===== src/rtl/banco_registradores.sv =====
// nRisc register file: 16 x 8-bit, two combinational reads, one write.
// Register 0 is hardwired zero; register A0_INDEX is mirrored on Dadoa0.
module banco_registradores #(
    parameter int DATA_WIDTH = 8,
    parameter int ADDR_WIDTH = 4,
    parameter int A0_INDEX   = 1
) (
    input  logic                  clock,
    input  logic                  reset,
    input  logic [ADDR_WIDTH-1:0] RegLido1,
    input  logic [ADDR_WIDTH-1:0] RegLido2,
    input  logic [ADDR_WIDTH-1:0] RegEscrito,
    input  logic [DATA_WIDTH-1:0] DadoEscrito,
    input  logic                  EscReg,
    output logic [DATA_WIDTH-1:0] DadoLido1,
    output logic [DATA_WIDTH-1:0] DadoLido2,
    output logic [DATA_WIDTH-1:0] Dadoa0
);

    localparam int NREG = 2 ** ADDR_WIDTH;

    logic [DATA_WIDTH-1:0] regs_q [NREG];
    logic [DATA_WIDTH-1:0] regs_d [NREG];
    logic [NREG-1:0]       wr_sel;

    // One-hot write select; entry 0 never selected so it stays zero.
    always_comb begin
        wr_sel = '0;
        for (int i = 1; i < NREG; i++) begin
            wr_sel[i] = EscReg && (RegEscrito == ADDR_WIDTH'(i));
        end
    end

    always_comb begin
        for (int i = 0; i < NREG; i++) begin
            regs_d[i] = regs_q[i];
            if (wr_sel[i]) begin
                regs_d[i] = DadoEscrito;
            end
        end
        regs_d[0] = '0;
    end

    always_ff @(posedge clock or negedge reset) begin
        if (!reset) begin
            for (int i = 0; i < NREG; i++) begin
                regs_q[i] <= '0;
            end
        end else begin
            for (int i = 0; i < NREG; i++) begin
                regs_q[i] <= regs_d[i];
            end
        end
    end

    always_comb begin
        DadoLido1 = '0;
        DadoLido2 = '0;
        if (RegLido1 != '0) begin
            DadoLido1 = regs_q[RegLido1];
        end
        if (RegLido2 != '0) begin
            DadoLido2 = regs_q[RegLido2];
        end
    end

    if (A0_INDEX == 0) begin : g_a0_zero
        assign Dadoa0 = '0;
    end else begin : g_a0_reg
        assign Dadoa0 = regs_q[A0_INDEX];
    end

endmodule


===== config.mk =====
export PLATFORM = sky130hd
export DESIGN_NAME = banco_registradores
export DESIGN_NICKNAME = d
export VERILOG_FILES = /design/src/rtl/banco_registradores.sv
export SDC_FILE = /design/constraint.sdc
export NUM_CORES = 1
export LEC_CHECK = 0
export ABC_AREA = 1
export CELL_PAD_IN_SITES_DETAIL_PLACEMENT = 1
export CELL_PAD_IN_SITES_GLOBAL_PLACEMENT = 1
export CORE_MARGIN = 10
export CORE_UTILIZATION = 43
export DETAILED_ROUTE_END_ITERATION = 7
export HOLD_SLACK_MARGIN = 0.02
export PLACE_DENSITY = 0.91
export SETUP_SLACK_MARGIN = 0.5
export SYNTH_ARGS = -nofsm -noshare
export SYNTH_HDL_FRONTEND = slang
export SYNTH_SLANG_ARGS = --single-unit

===== constraint.sdc =====
create_clock -name clock -period 1.65 [get_ports clock]
set_input_delay 0.33 -clock clock [delete_from_list [all_inputs] [get_ports clock]]
set_output_delay 0.33 -clock clock [all_outputs]
set_load 0.02 [all_outputs]

# == Yosys cells after proc, flatten, opt, wreduce, memory -nomap -nowiden ==
# Index checks and enable logic that the tools add are counted.
# op_classes
magnitude_cmp,2
n_eq_ne,15
mux,8
reduce_logical,17
bitwise,2
# op_table
op,n
8-bit binary-select mux with 4-bit select,2
8-bit two-way mux,6
4-bit equality test (second input constant),8
4-bit by 3-bit equality test with 1-bit output (second input constant),4
1-bit logical AND,15
5-bit greater-or-equal comparator (second input constant),2
4-bit inverter with 5-bit output,2
4-bit by 2-bit equality test with 1-bit output (second input constant),2
4-bit nonzero test,2
4-bit by 1-bit equality test with 1-bit output (second input constant),1
# word_totals
elab_cells,59
input_bits,23
register_bits,120

# == Depth between registers and ports, before layout ==
# depth
ltp_word,5
ltp_mapped,11

# == Worst setup path after synthesis ==
# OpenSTA, ideal clock, no wires.
# synth_timing
path_kind,input to output
startpoint,in RegLido1[1]
endpoint,out DadoLido1[3]
arrival_time_ns,1.205
setup_slack_ns,0.115
n_path_buf,2
stages,8
required_ns,1.320
cell_sequence,buf_2 -> clkbuf_1 -> nand3_1 -> nand2_1 -> nand2_1 -> nand2_1 -> inv_1 -> nand2_1
# synth_between
elab_chain_len,5
elab_cells_between_ends,6
# synth_lines
element,line_no,text
"start, declared",10,"input logic [ADDR_WIDTH-1:0] RegLido1,"
4-bit inverter with 5-bit output (not written as such),60,DadoLido1 = regs_q[RegLido1];
8-bit binary-select mux with 4-bit select,60,
8-bit two-way mux (not written as such) (2 in a row),60,
8-bit two-way mux *,59,if (RegLido1 != '0) begin
"end, declared",15,"output logic [DATA_WIDTH-1:0] DadoLido1,"
# Every way passes the cells marked *; elsewhere a longest branch is shown, timed or not. The select of a mux whose other input is x is not followed.

# == Worst setup path in the final report ==
# layout_timing
startpoint,in RegLido2[1]
endpoint,out DadoLido2[2]
# layout_between
elab_chain_len,5
elab_cells_between_ends,6
# layout_lines
element,line_no,text
"start, declared",11,"input logic [ADDR_WIDTH-1:0] RegLido2,"
4-bit inverter with 5-bit output (not written as such),63,DadoLido2 = regs_q[RegLido2];
8-bit binary-select mux with 4-bit select,63,
8-bit two-way mux (not written as such) (2 in a row),63,
8-bit two-way mux *,62,if (RegLido2 != '0) begin
"end, declared",16,"output logic [DATA_WIDTH-1:0] DadoLido2,"
# Marks and branches as above.

==> metrics.txt <==
most common cell type on the critical path nand3_1; final WL 52000 µm; met3 GRT Util 11.4%; f_max 0.406 GHz; GRT Resource Usage Total 36.8%; Post-synth EDFFs 0; placed insts 1390; drc violations 8; Cell Chain, Critical Path clkdlybuf4s15_2, buf_12, buf_4, nor2_4, a21oi_1, nand3_1, nand3_1, nand2_4, buf_6; Detail Route Antenna Nets 0; pin count of the biggest net entering global routing 43; cell area after synthesis 7350 µm²; met1 Resource Use GR 39.6%; Worst Hold Class in -> async; Synth Register Bits 120; Mapped Cells 1092; Slowest-stage cell, CP nand3_1; GR Overflow Total 0; Hold Fails Final Rpt 0; total CTS buffers 17; Least-Margin Pin Slew 0.719 ns; cell family with the largest share of critical-path delay simple AND/OR/NAND/NOR gates; Synthesized Nets 1115; Max IR drop VDD 1.11 mV; CP required 1.32 ns; synth warn 0; slowest cell delay on critical path 0.36 ns; FP Rows 47; number of global-route vias before repair 10400; Mean Syn Cell Area 6.73 µm²; Area Growth Syn to Fin 47.4%; largest cells by area after synthesis dfrtp_1 (41%), nand2_1 (27%), nand3_1 (7.6%); critical path class in -> out; Pleak 5.54 nW; GRT busiest layer met2; worst rel slew slack 51.7%; pwr dens 1220 nW/µm²; worst-path fanout max 8; die area 22700 µm²; routability-driven placement congestion ratio 0.935; initial DRC count 1707; CTS root buf clkbuf_16; first-pass GRT wire length 62700 µm; htree depth 4; status finished, violations left; IO Port Bufs 46; Pins Over Slew Limit 0; clock tree from TritonCTS done; filler-free cell count of the finished design 1493; antenna violations before repair 3; startpoint types primary input; Distinct cells, synth 22; RSZ-0062 raised after global routing yes; final setup margin -0.811 ns; maximum buffer depth of the clock tree 2; DIE WIDTH 151 µm; placed cell areas 8930 µm²; Worst-path clk slew 0.07 ns; top-count cell post-synth nand2_1; Top-Level Pins 47; hold slack 0.329 ns; placed wire-length estimate 20500 µm; Yosys top cell area share 40.9%; Async SR Flop Fraction 100%; Arrival @ worst endpoint 2.13 ns; # nets final 1280; core area 16600 µm²; Sink Count 120; WL per Instance 34.8 µm; Final period util 149%; register area share after synthesis 40.9%; area leader, netlist dfrtp_1; number of setup violations in the final report 18; clk_lat worst skew 0.46 ns; top cells by count, synth nand2_1 (534), dfrtp_1 (120), nand3_1 (112); Final min period 2.46 ns; drt pass-1 iters 8; failing checks design-rule violations, negative setup slack; worst path buffer plus inverter count 4; maxcap violations 0; proportion of layout cells with a drive suffix above 1 39.4%; drt via density 6.96; Vert. Die Dim 151 µm; pre-CTS setup slack -0.960 ns; dominant synthesized flop cell dfrtp_1; critical path endpoint category output port; routed via count 10400; initial core utilization 44.1%; design area 10800 µm²; Fin Clk Skew 0 ns; met2 GRT Util 59.0%
[where the power goes]
group	total [mW]	switching [mW]	internal, mW
Sequential	4.33	0.780	3.55
Clock	4.22	1.78	2.44
Combinational	4.71	2.97	1.73
[stage by stage]
stage,total power [mW],util [%],TNS [ns]
floorplan,5.78,-,0
global placement,6.82,53.7,-16.10
detailed placement,7.07,53.7,-23.92
CTS,11.5,60.5,-2.89
global route,13.4,65.0,-7.93
finish,13.3,65.1,-7.66
[cell type report]
| cell class | count | area (µm²) |
|---|---|---|
| inverter | 97 | 400 |
| sequential | 120 | 3010 |
| timing repair inverter | 1 | 6.26 |
| clock inverter | 13 | 170 |
| multi-input combinational | 803 | 4170 |
| timing repair buffer | 217 | 2350 |
| fill | 2007 | 5810 |
| clock buffer | 19 | 443 |
| tap | 220 | 275 |
| antenna | 3 | 7.51 |
[worst paths after layout]
check | start | endpoint | slack, ns | cells after the start
setup / recovery | RegLido2[1] | DadoLido2[2] | -0.81 | 9
hold / removal | reset | regs_q[69] | 0.33 | 2
setup reg to reg | regs_q[82] | regs_q[82] | -0.36 | 12
hold reg to reg | regs_q[33] | regs_q[33] | 0.50 | 2
max in group asynchronous | reset | regs_q[16] | 0.61 | 3
min in group clock | regs_q[33] | regs_q[33] | 0.50 | 2
[flip-flops by register name, indices dropped and copies added (netlist names)]
name    cells
Dadoa0      8
regs_q    112
[what timing repair did]
action | in CTS | in global routing
resized for setup | 262 | 133
hold buffers | 1 | 0
pin swaps | 43 | 36
setup endpoints to repair | 143 | 76
setup buffers | 23 | 39
cloned | 2 | 3
endpoints found under the hold margin | 17 | 0
[cell families after synthesis]
logic type             share of synthesized area (%)
and+or+nand+nor                                 37.8
buffers and inverters                           11.0
AOI/OAI and AO/OA                               10.3
DFF                                             40.9
[routing by layer]
metal,part of all wire [%],routed length (µm)
met3,15,7620
met1,31,16100
met5,0.19,99
met2,43,22200
met4,11,5930
[layout by cell type (no fill, tap or decap), drive strengths merged, types with 7 or more instances in the layout]
cell           instances
clkdlybuf4s50          8
nor2                  14
inv                   96
dfrtp                120
o21ai                120
clkbuf                26
buf                  194
clkinvlp               8
nand2                546
a21oi                  7
nand3                115
Power figures use the tool's default switching activity.
